## src/rtl/timer_pkg.sv

```systemverilog
// Shared definitions for the memory-mapped timer: register map, control/status
// bit positions and the responder FSM encoding.
package timer_pkg;

    localparam logic [1:0] REG_CTRL   = 2'd0;
    localparam logic [1:0] REG_LOAD   = 2'd1;
    localparam logic [1:0] REG_COUNT  = 2'd2;
    localparam logic [1:0] REG_STATUS = 2'd3;

    localparam int CTRL_EN          = 0;
    localparam int CTRL_AUTO_RELOAD = 1;
    localparam int CTRL_IRQ_EN      = 2;
    localparam int CTRL_BITS        = 3;

    localparam int STATUS_EXPIRED   = 0;

    typedef enum logic [1:0] {
        ST_IDLE = 2'd0,
        ST_RESP = 2'd1,
        ST_DROP = 2'd2
    } resp_state_t;

endpackage

```

## src/rtl/timer_counter.sv

```systemverilog
// Prescaler plus the COUNT/EXPIRED datapath. Bus writes to COUNT take priority
// over a tick on the same edge; a fresh expiry takes priority over a W1C clear.
module timer_counter
    import timer_pkg::*;
#(
    parameter int DATA_WIDTH = 32,
    parameter int PRESCALE   = 4
) (
    input  logic                  clk,
    input  logic                  reset,
    input  logic                  en,
    input  logic                  auto_reload,
    input  logic                  tick_kill,
    input  logic [DATA_WIDTH-1:0] load_value,
    input  logic                  count_we,
    input  logic [DATA_WIDTH-1:0] count_wdata,
    input  logic                  status_clr,
    output logic [DATA_WIDTH-1:0] count,
    output logic                  expired,
    output logic                  tick,
    output logic                  stop_en
);

    localparam int PW = (PRESCALE > 1) ? $clog2(PRESCALE) : 1;
    localparam logic [PW-1:0] PRESC_LAST = PW'(PRESCALE - 1);

    logic [PW-1:0] presc;
    logic          tick_apply;
    logic          count_zero;

    assign tick       = en && (presc == PRESC_LAST);
    // A CTRL write that clears EN on the tick edge cancels that tick.
    assign tick_apply = tick && !tick_kill;
    assign count_zero = (count == '0);
    assign stop_en    = tick_apply && count_zero && !auto_reload;

    always_ff @(posedge clk) begin
        if (!reset) begin
            presc   <= '0;
            count   <= '0;
            expired <= 1'b0;
        end else begin
            if (!en || presc == PRESC_LAST) begin
                presc <= '0;
            end else begin
                presc <= presc + PW'(1);
            end

            if (count_we) begin
                count <= count_wdata;
            end else if (tick_apply) begin
                if (!count_zero) begin
                    count <= count - DATA_WIDTH'(1);
                end else if (auto_reload) begin
                    count <= load_value;
                end
            end

            if (tick_apply && count_zero) begin
                expired <= 1'b1;
            end else if (status_clr) begin
                expired <= 1'b0;
            end
        end
    end

endmodule

```

## src/rtl/mmio_timer_responder.sv

```systemverilog
// Memory-mapped down-counting timer responding on the core's request/valid bus:
// address decode, responder FSM and the CTRL/LOAD register file.
module mmio_timer_responder
    import timer_pkg::*;
#(
    parameter int MEM_DEPTH  = 64,
    parameter int ADDR_WIDTH = $clog2(MEM_DEPTH),
    parameter int DATA_WIDTH = 32,
    parameter int BASE_ADDR  = 60,
    parameter int PRESCALE   = 4
) (
    input  logic                  clk,
    input  logic                  reset,
    input  logic [ADDR_WIDTH-1:0] addr,
    input  logic [DATA_WIDTH-1:0] Data_in,
    input  logic                  we,
    input  logic                  req_valid,
    output logic [DATA_WIDTH-1:0] Data_out,
    output logic                  data_valid,
    output logic                  irq
);

    // Handshake: the initiator holds addr/we/Data_in with req_valid high until it
    // sees data_valid; a hit is accepted only in IDLE, acknowledged by a single
    // data_valid pulse, and the next request needs req_valid low for a cycle.
    localparam logic [ADDR_WIDTH-1:0] BASE_VEC = ADDR_WIDTH'(BASE_ADDR);

    resp_state_t             state;
    resp_state_t             state_next;
    logic                    hit;
    logic                    accept;
    logic                    wr;
    logic [1:0]              reg_idx;
    logic [CTRL_BITS-1:0]    ctrl_q;
    logic [DATA_WIDTH-1:0]   load_q;
    logic [DATA_WIDTH-1:0]   rdata_q;
    logic [DATA_WIDTH-1:0]   rd_value;
    logic [DATA_WIDTH-1:0]   count;
    logic                    expired;
    logic                    tick;
    logic                    stop_en;
    logic                    wr_ctrl;

    assign hit     = req_valid && (addr[ADDR_WIDTH-1:2] == BASE_VEC[ADDR_WIDTH-1:2]);
    assign reg_idx = addr[1:0];
    assign accept  = (state == ST_IDLE) && hit;
    assign wr      = accept && we;
    assign wr_ctrl = wr && (reg_idx == REG_CTRL);

    timer_counter #(
        .DATA_WIDTH (DATA_WIDTH),
        .PRESCALE   (PRESCALE)
    ) u_counter (
        .clk         (clk),
        .reset       (reset),
        .en          (ctrl_q[CTRL_EN]),
        .auto_reload (ctrl_q[CTRL_AUTO_RELOAD]),
        .tick_kill   (wr_ctrl && !Data_in[CTRL_EN]),
        .load_value  (load_q),
        .count_we    (wr && (reg_idx == REG_COUNT)),
        .count_wdata (Data_in),
        .status_clr  (wr && (reg_idx == REG_STATUS) && Data_in[STATUS_EXPIRED]),
        .count       (count),
        .expired     (expired),
        .tick        (tick),
        .stop_en     (stop_en)
    );

    always_comb begin
        rd_value = '0;
        case (reg_idx)
            REG_CTRL:   rd_value[CTRL_BITS-1:0]   = ctrl_q;
            REG_LOAD:   rd_value                  = load_q;
            REG_COUNT:  rd_value                  = count;
            REG_STATUS: rd_value[STATUS_EXPIRED]  = expired;
            default:    rd_value                  = '0;
        endcase
    end

    // Read data is captured from pre-edge state; writes acknowledge with zero.
    always_ff @(posedge clk) begin
        if (!reset) begin
            ctrl_q  <= '0;
            load_q  <= '0;
            rdata_q <= '0;
        end else begin
            if (accept) begin
                rdata_q <= we ? '0 : rd_value;
            end
            if (wr_ctrl) begin
                ctrl_q <= Data_in[CTRL_BITS-1:0];
            end else if (stop_en) begin
                ctrl_q[CTRL_EN] <= 1'b0;
            end
            if (wr && (reg_idx == REG_LOAD)) begin
                load_q <= Data_in;
            end
        end
    end

    always_ff @(posedge clk) begin
        if (!reset) begin
            state <= ST_IDLE;
        end else begin
            state <= state_next;
        end
    end

    always_comb begin
        state_next = state;
        case (state)
            ST_IDLE: if (hit) state_next = ST_RESP;
            ST_RESP: state_next = ST_DROP;
            ST_DROP: if (!req_valid) state_next = ST_IDLE;
            default: state_next = ST_IDLE;
        endcase
    end

    assign data_valid = (state == ST_RESP);
    assign Data_out   = data_valid ? rdata_q : '0;
    assign irq        = expired && ctrl_q[CTRL_IRQ_EN];

endmodule

```

## config.mk

```make
export PLATFORM = sky130hd
export DESIGN_NAME = mmio_timer_responder
export DESIGN_NICKNAME = d
export VERILOG_FILES = /design/src/rtl/timer_pkg.sv /design/src/rtl/timer_counter.sv /design/src/rtl/mmio_timer_responder.sv
export SDC_FILE = /design/constraint.sdc
export NUM_CORES = 1
export LEC_CHECK = 0
export CELL_PAD_IN_SITES_DETAIL_PLACEMENT = 0
export CELL_PAD_IN_SITES_GLOBAL_PLACEMENT = 1
export CORE_MARGIN = 2
export CORE_UTILIZATION = 37
export DETAILED_ROUTE_END_ITERATION = 12
export PLACE_DENSITY = 0.84
export SYNTH_ARGS = -nofsm -noshare
export SYNTH_HDL_FRONTEND = slang
export SYNTH_SLANG_ARGS = --single-unit
```

## constraint.sdc

```tcl
create_clock -name clk -period 2.4 [get_ports clk]
set_clock_uncertainty 0.05 [all_clocks]
set_input_delay 0.48 -clock clk [delete_from_list [all_inputs] [get_ports clk]]
set_output_delay 0.48 -clock clk [all_outputs]
set_load 0.005 [all_outputs]
```

==> results of run 1 <==
[cells in the mapped netlist, types with 6 or more instances]
cell,instances
nor4_1,12
and2_1,35
a21oi_1,50
o21ai_1,8
dfxtp_1,104
nor2_1,58
clkbuf_1,44
nand2_1,112
o221ai_1,6
nand4_1,13
ha_1,9
a22oi_1,30
nand3b_1,6
nor3_1,14
o32ai_2,8
xor2_1,11
o21ai_0,35
xnor2_1,11
nand3_1,26
or4_1,7
mux2i_1,17
and3_1,7
inv_1,6
[report_power, final]
part / switching (mW) / total, mW / internal [mW]
Clock: 0.676 / 1.52 / 0.841
Sequential: 0.00302 / 1.73 / 1.73
Combinational: 0.197 / 0.367 / 0.170
[flip-flops by register name, indices dropped and copies added (netlist names)]
| name | flops |
|---|---|
| u_counter.expired | 1 |
| state | 2 |
| ctrl_q | 3 |
| load_q | 32 |
| rdata_q | 32 |
| u_counter.count | 32 |
| u_counter.presc | 2 |
[layer usage]
| layer | up-vias | share of wire |
|---|---|---|
| met5 | - | 0 |
| met4 | 0 | 0.020 |
| met3 | 22 | 0.053 |
| met2 | 204 | 0.47 |
| met1 | 2700 | 0.46 |
| li1 | 2759 | - |
[worst paths after layout]
| path | start | endpoint | slack [ns] | cells past startpoint |
|---|---|---|---|---|
| setup / recovery | u_counter.count[24] | u_counter.count[25] | 0.01 | 7 |
| hold / removal | u_counter.presc[0] | u_counter.presc[0] | 0.38 | 1 |
| setup reg to reg | u_counter.count[24] | u_counter.count[25] | 0.01 | 7 |
| hold reg to reg | u_counter.presc[0] | u_counter.presc[0] | 0.38 | 1 |
[worst max-delay path, cell delays in order, from the launching register on]
cell and delay [ns]:
dfxtp_2 0.32, or4_4 0.53, or4_4 0.48, nor4_4 0.22, buf_4 0.19, buf_4 0.17, a211oi_1 0.07, o32ai_2 0.26
[repair_timing]
| action | 4_1_cts | 5_1_grt |
|---|---|---|
| hold buffers | 0 | 0 |
| gates resized for setup | 3 | 22 |
| endpoints found under the setup margin | 14 | 46 |
| buffers inserted | 1 | 2 |
| pin swaps | 1 | 6 |
[cells by family (layout without fill, tap and decap cells)]
logic type | count (synthesis) | in the layout | synth area share
compound gates | 166 | 166 | 0.1986
xor+xnor | 22 | 22 | 0.03409
fa+ha+maj | 9 | 9 | 0.01993
buf+inv | 66 | 189 | 0.05446
flops | 104 | 104 | 0.3684
mux | 18 | 18 | 0.03210
simple gates | 321 | 321 | 0.2925
[cell type report]
cell class,instances,area [um2]
Multi-Input combinational cell,536,3326
Sequential cell,104,2083
Clock inverter,4,51.30
Inverter,7,26.28
Tap cell,188,235.2
Timing Repair Buffer,166,1545
Fill cell,1446,7576
Clock buffer,12,246.5
==> metrics.txt, run 1 <==
DRT antenna net count 0; final hold violations 0; CTS Buf Count 9; Core Area approximately 15000 um2; Pre-antenna DRT Iters 5; setup_tns 0 ns; CTS max path bufs 2; EDFF count, synth 0; die area between 15000 and 20000 um2; Total GRT Usage 0.2249; DR vias 5685; initial detailed-routing violation count between 400 and 500; met2 usage in global routing 0.3662; Max Freq approximately 0.42 GHz; number of remaining DRC errors 0; count of cell types in the netlist 70; most used routing layer met2; Tot Pwr ~3.6 mW; GRT met3 Usage 0.03308; final setup margin between 0.01 and 0.015 ns; Synth area leaders dfxtp_1, nand2_1, a21oi_1, a22oi_1, and2_1; Arr. time, crit path between 2 and 3 ns; WL final 17.94 mm; most common cell after layout, fill and taps aside nand2_1; most frequent cells in the layout nand2_1, dfxtp_1, buf_4; Vias/cell about 5.6; Power Dens Cells 481.0 nW/um2; sequential fraction of the synthesis area 0.3684; PortBufs between 70 and 80; layout cells sized above 1 0.1785; Std-Cell Rows 45; asr flop ratio synth 0; Max VDD drop approximately 0.37 mV; Top Ports between 70 and 80; die height 127.6 um; mean area per synthesized cell approximately 8 um2; ys flop type dfxtp_1; nets roughly 880; Yosys warnings 0; final non-filler cell area 7513 um2; CP Capture Type register; Initial Util 0.3745; synthesis-stage register bit count between 100 and 150; DP Area 7094 um2; GR Overflow Total 0; largest net degree at the start of global routing 33; DIE WIDTH ~130 um; hold slack 0.3838 ns; max_cap viols 0; Inserted Diodes 0; initial antenna violation count 0; DP HPWL about 13 mm; Final Slew Violations 0; Synth area leader dfxtp_1; Tmin final 2.387 ns; Finish-stage setup viols 0; Leak a little under 3 nW; clk slew on worst S/H paths around 0.070 ns; worst endpoint required time roughly 2.6 ns; Clock Sinks roughly 100; Cells after Synth a little over 700; H-Tree Depth 3; fin cells slightly above 1k; WL/cell about 18 um; status finished clean; Rel. slew slack 0.6859; final core occ 0.4979; vias in the first global route roughly 5.6k; Clk Latency, worst-skew pair roughly 0.36 ns; synthesized area ~5700 um2; first-pass GRT wire length 29.13 mm; RSZ-0062 raised after global routing true; hold crit path type reg2reg; worst-path fanout max 8; Least-Margin Pin Slew 0.4646 ns; top cell type's share of synthesized area 0.3684; met1 Resource Use GR 0.3056; placed cell count approximately 1000; CP Class reg2reg; CTS tree done; period utilization 0.9945; P&R area growth vs syn 32.94%; post-synth net total roughly 760; startpoint types register; pre-CTS setup slack -0.1909 ns; RePlAce Congestion slightly below 0.9; Clock Tree Root clkbuf_16
Power figures use the tool's default switching activity.
==> inputs of run 2 (changes only) <==
Settings changed: TNS_END_PERCENT from default to 10.
==> metrics.txt, run 2 (synthesis gave the netlist of run 1 again) <==
WL final 17.98 mm (was 17.94 mm); Slowest-stage cell, CP or4_4 (unchanged); final hold violations 0 (unchanged); WL/cell 17.71 um (was 17.64 um); Fill cells 1453 (was 1446); Final Slew Violations 0 (unchanged); Leak 2.883 nW (was 2.894 nW); initial antenna violation count 0 (unchanged); Total GRT Usage 0.2248 (was 0.2249); Power Dens Cells 483.3 nW/um2 (was 481.0 nW/um2); DP Area 7094 um2 (unchanged); most common cell after layout, fill and taps aside nand2_1 (unchanged); worst-path fanout max 8 (unchanged); nets 873 (was 875); die height 127.6 um (unchanged); Top Ports 76 (unchanged); layout cells sized above 1 0.1741 (was 0.1785); clk slew on worst S/H paths 0.07 ns (about the same); RSZ-0062 raised after global routing true (unchanged); initial detailed-routing violation count 524 (was 499); vias in the first global route 5584 (was 5592); Arr. time, crit path 2.61 ns (about the same); area occupied by multi-input gates 3311 um2 (was 3326 um2); startpoint types register (unchanged); Least-Margin Pin Slew 0.4492 ns (was 0.4646 ns); Tmin final 2.385 ns (was 2.387 ns); DR vias 5678 (was 5685); first-pass GRT wire length 29.10 mm (was 29.13 mm); max_cap viols 0 (unchanged); number of remaining DRC errors 0 (unchanged); Clock Sinks 104 (unchanged); most used routing layer met2 (unchanged); DRT antenna net count 0 (unchanged); pre-CTS setup slack -0.1909 ns (unchanged); final setup margin 0.01481 ns (was 0.01313 ns); status finished clean (unchanged); Core Area 15090 um2 (unchanged); Pre-antenna DRT Iters 5 (unchanged); slowest cell delay on critical path 0.54 ns (was 0.53 ns); Inserted Diodes 0 (unchanged); CTS tree done (unchanged); Clock Tree Root clkbuf_16 (unchanged); biggest regs load_q (32), rdata_q (32), u_counter.count (32) (unchanged); most frequent cell on the critical path or4_4; worst path cell trace or4_4, or4_4, nor4_4, buf_6, buf_4, a211oi_1, o32ai_2 (was or4_4, or4_4, nor4_4, buf_4, buf_4, a211oi_1, o32ai_2); DIE WIDTH 127.6 um (unchanged); largest net degree at the start of global routing 33 (unchanged); most frequent cells in the layout nand2_1, dfxtp_1, buf_4 (unchanged); Clk Latency, worst-skew pair 0.36 ns (about the same); Hold Buf Count CTS 0 (unchanged); Finish-stage setup viols 0 (unchanged); CTS Buf Count 9 (unchanged); GRT met3 Usage 0.03308 (unchanged); Reg area 2083 um2 (unchanged); die area 16280 um2 (unchanged); final core occ 0.4959 (was 0.4979); DP HPWL 12.93 mm (unchanged); met2 usage in global routing 0.3655 (was 0.3662); met1 Resource Use GR 0.3056 (unchanged); Rel. slew slack 0.6963 (was 0.6859); hold crit path type reg2reg (unchanged); final non-filler cell area 7483 um2 (was 7513 um2); CTS max path bufs 2 (unchanged); Vias/cell 5.594 (was 5.590); PortBufs 75 (unchanged); Max Freq 0.4193 GHz (was 0.4190 GHz); CP Class reg2reg (unchanged); CP Capture Type register (unchanged); worst endpoint required time 2.63 ns (was 2.62 ns); RePlAce Congestion 0.8902 (unchanged); Std-Cell Rows 45 (unchanged); H-Tree Depth 3 (unchanged); Initial Util 0.3745 (unchanged); Max VDD drop 0.3677 mV (was 0.3670 mV); crit path buf inv count 2 (unchanged); GR Overflow Total 0 (unchanged); Top Family by Delay on Critical Path simple AND/OR/NAND/NOR gates (unchanged); P&R area growth vs syn 32.41% (was 32.94%); period utilization 0.9938 (was 0.9945)
-- run 2: area by class of cell --
class / count / share of cell area
clock buffer: 12 / 0.03294
clock inverter: 4 / 0.006855
inverter: 7 / 0.003511
multi-input combinational: 536 / 0.4424
sequential: 104 / 0.2784
tap: 188 / 0.03143
timing repair buffer: 164 / 0.2045
-- run 2: routing by layer --
metal | vias up | part of all wire
met5 | - | 0
met4 | 0 | 0.022
met3 | 24 | 0.059
met2 | 206 | 0.46
met1 | 2696 | 0.45
li1 | 2752 | -
-- run 2: report_power, final --
| part | switching, mW | internal (mW) | total [mW] |
|---|---|---|---|
| Clock | 0.681 | 0.841 | 1.52 |
| Combinational | 0.196 | 0.168 | 0.364 |
| Sequential | 0.00301 | 1.73 | 1.73 |
| Total | 0.881 | 2.74 | 3.62 |
-- run 2: final timing paths --
path,slack [ns],endpoint,startpoint,cells past startpoint
max,0.01,u_counter.count[25],u_counter.count[24],7
min,0.38,u_counter.presc[0],u_counter.presc[0],1
max reg2reg,0.01,u_counter.count[25],u_counter.count[24],7
min reg2reg,0.38,u_counter.presc[0],u_counter.presc[0],1
-- run 2: metrics by stage --
stage	hold slack, ns	setup TNS [ns]	std cells	total power, mW
6_report	0.3835	0	1015	3.617
3_3_place_gp	0.3656	-1.517	998	2.111
2_1_floorplan	0.3569	0	706	1.936
5_1_grt	0.4175	-0.5397	1015	3.735
3_5_place_dp	0.3762	-5.252	998	2.117
4_1_cts	0.3857	0	1014	3.626
-- run 2: what timing repair did --
item                                    4_1_cts  5_1_grt
pin swaps                                     1        4
gates resized for setup                       3       20
setup buffers                                 0        1
endpoints found under the setup margin       14       47
==> inputs of run 3 (changes only) <==
Settings changed: CORE_UTILIZATION 37 to 38, PLACE_DENSITY 0.84 to 0.85, SYNTH_HIERARCHICAL from default to 1.
==> metrics.txt, run 3 <==
status finished clean (unchanged); Initial Util 0.3911 (was 0.3745); period utilization 0.9540 (was 0.9938); GR Overflow Total 0 (unchanged); worst-path fanout max 15 (was 8); die height 129.3 um (was 127.6 um); RePlAce Congestion 0.9190 (was 0.8902); DP HPWL 13.26 mm (was 12.93 mm); clock power share 0.428 (was 0.421); final core occ 0.5112 (was 0.4959); Clock Tree Root clkbuf_16 (unchanged); H-Tree Depth 3 (unchanged); mean area per synthesized cell 8.392 um2 (was 8.005 um2); Fill cells 1433 (was 1453); path depth of the worst reg2reg path 6 (was 7); CP Capture Type output port (was register); sequential group share of total power 0.489 (was 0.478); Clk Latency, worst-skew pair 0.36 ns (about the same); R2R setup slack 0.12 ns (was 0.01 ns); P&R area growth vs syn 30.72% (was 32.41%); layout cells sized above 1 0.1518 (was 0.1741); Rel. slew slack 0.6057 (was 0.6963); RSZ-0062 raised after global routing true (unchanged); CTS max path bufs 2 (unchanged); DRT antenna net count 0 (unchanged); Vias/cell 5.505 (was 5.594); cell-internal power 2.722 mW (was 2.736 mW); post-synth net total 762 (was 757); CTS Buf Count 9 (unchanged); Hold Path End u_counter/presc[0] (was u_counter.presc[0]); worst r2r src u_counter/count[9] (was u_counter.count[24]); Std-Cell Rows 45 (unchanged); vias in the first global route 5657 (was 5584); most frequent cells in the layout nand2_1, dfxtp_1, buf_4 (unchanged); Finish-stage setup viols 0 (unchanged); startpoint types register (unchanged); DIE WIDTH 129.3 um (was 127.6 um); Inserted Diodes 0 (unchanged); Pre-antenna DRT Iters 5 (unchanged); worst endpoint required time 1.87 ns (was 2.63 ns); DR vias 5731 (was 5678); DP Area 7296 um2 (was 7094 um2); WL/cell 17.62 um (was 17.71 um); die area 16720 um2 (was 16280 um2); Tmin final 2.290 ns (was 2.385 ns); initial antenna violation count 0 (unchanged); switch share 0.2312 (was 0.2435); Cells after Synth 711 (was 706); initial detailed-routing violation count 368 (was 524); Top Ports 76 (unchanged); Yosys warnings 6 (was 0); Max Freq 0.4368 GHz (was 0.4193 GHz); first-pass GRT wire length 29.57 mm (was 29.10 mm); hold slack 0.3771 ns (was 0.3835 ns); Least-Margin Pin Slew 0.5861 ns (was 0.4492 ns); r2r endpoint u_counter/count[4] (was u_counter.count[25]); Tot Pwr 3.541 mW (was 3.617 mW); Final Slew Violations 0 (unchanged); hold crit path type reg2reg (unchanged); Max VDD drop 0.3459 mV (was 0.3677 mV); largest net degree at the start of global routing 44 (was 33); final non-filler cell area 7800 um2 (was 7483 um2); Logic pwr share 0.083 (was 0.101); worst hold path depth 1 (unchanged); final hold violations 0 (unchanged); CTS tree done (unchanged); clk slew on worst S/H paths 0.07 ns (about the same); CP Class reg2out (was reg2reg); WL final 18.34 mm (was 17.98 mm); Total GRT Usage 0.2245 (was 0.2248); Hold Buf Count CTS 0 (unchanged); max_cap viols 0 (unchanged); Power Dens Cells 454.0 nW/um2 (was 483.3 nW/um2); number of remaining DRC errors 0 (unchanged); nets 876 (was 873); hold path startpoint u_counter/presc[0] (was u_counter.presc[0]); most common cell after layout, fill and taps aside nand2_1 (unchanged); Clock Sinks 104 (unchanged); pre-CTS setup slack -0.4802 ns (was -0.1909 ns); NetSw 0.8188 mW (was 0.8808 mW); PortBufs 75 (unchanged); synthesized area 5967 um2 (was 5652 um2); final setup margin 0.1105 ns (was 0.01481 ns); biggest regs load_q (32), rdata_q (32), u_counter/count (32) (was load_q (32), rdata_q (32), u_counter.count (32)); Leak 3.248 nW (was 2.883 nW); Arr. time, crit path 1.76 ns (was 2.61 ns); Core Area 15260 um2 (was 15090 um2)
## run 3: timing repair
action / in CTS / in global routing
setup endpoints to repair: 18 / 40
pin swaps: 1 / 7
endpoints found under the hold margin: 0 / 0
resized for setup: 6 / 32
setup buffers: 1 / 6
cloned: 1 / 0
## run 3: worst max path at each step
stage                            start                  end  slack (ns)  depth (start not counted)
finish                        state[1]         Data_out[17]        0.11                          4
CTS                            addr[5]  u_counter/count[21]       -0.02                         10
global placement             req_valid  u_counter/count[10]       -0.40                         10
global route        u_counter/count[0]   u_counter/count[5]       -0.02                          8
detailed placement           req_valid   u_counter/count[7]       -0.48                         11
floorplan                      addr[5]  u_counter/count[28]       -0.04                         11
## run 3: critical path, cell delays in order (launching register included)
cell	delay (ns)
dfxtp_1	0.33
and2b_1	0.23
buf_4	0.20
and2_1	0.15
clkdlybuf4s50_1	0.50
## run 3: area by class of cell
type,instances,area [um2],share of cell area
repair buffers,156,1449,0.1858
clock inverters,3,40.04,0.005133
multi-input cells,542,3660,0.4692
inverters,12,45.04,0.005775
well taps,211,264.0,0.03385
clock buffers,13,260.3,0.03337
flip-flops and latches,104,2082,0.2669
## run 3: per-layer routing
metal | track usage | wire length (um) | share of wire
met5 | 0 | 0 | 0
met3 | 0.03716 | 747 | 0.041
met2 | 0.3771 | 8857 | 0.48
met4 | 0.09143 | 412 | 0.022
met1 | 0.2869 | 8325 | 0.45
## run 3: metrics by stage
| stage | instances | setup TNS, ns |
|---|---|---|
| 3_5_place_dp | 1017 | -11.99 |
| 5_1_grt | 1041 | -0.02529 |
| 3_3_place_gp | 1017 | -9.983 |
| 4_1_cts | 1035 | -0.09644 |
| 2_1_floorplan | 711 | -0.1557 |
| 6_report | 1041 | 0 |
## run 3: power by group through the flow
stage          Clock, mW  Combinational (mW)  Sequential, mW
3_3_place_gp           0               0.285            1.77
5_1_grt             1.61               0.318            1.73
2_1_floorplan          0               0.136            1.77
6_report            1.52               0.295            1.73
4_1_cts             1.54               0.291            1.73
3_5_place_dp           0               0.289            1.77
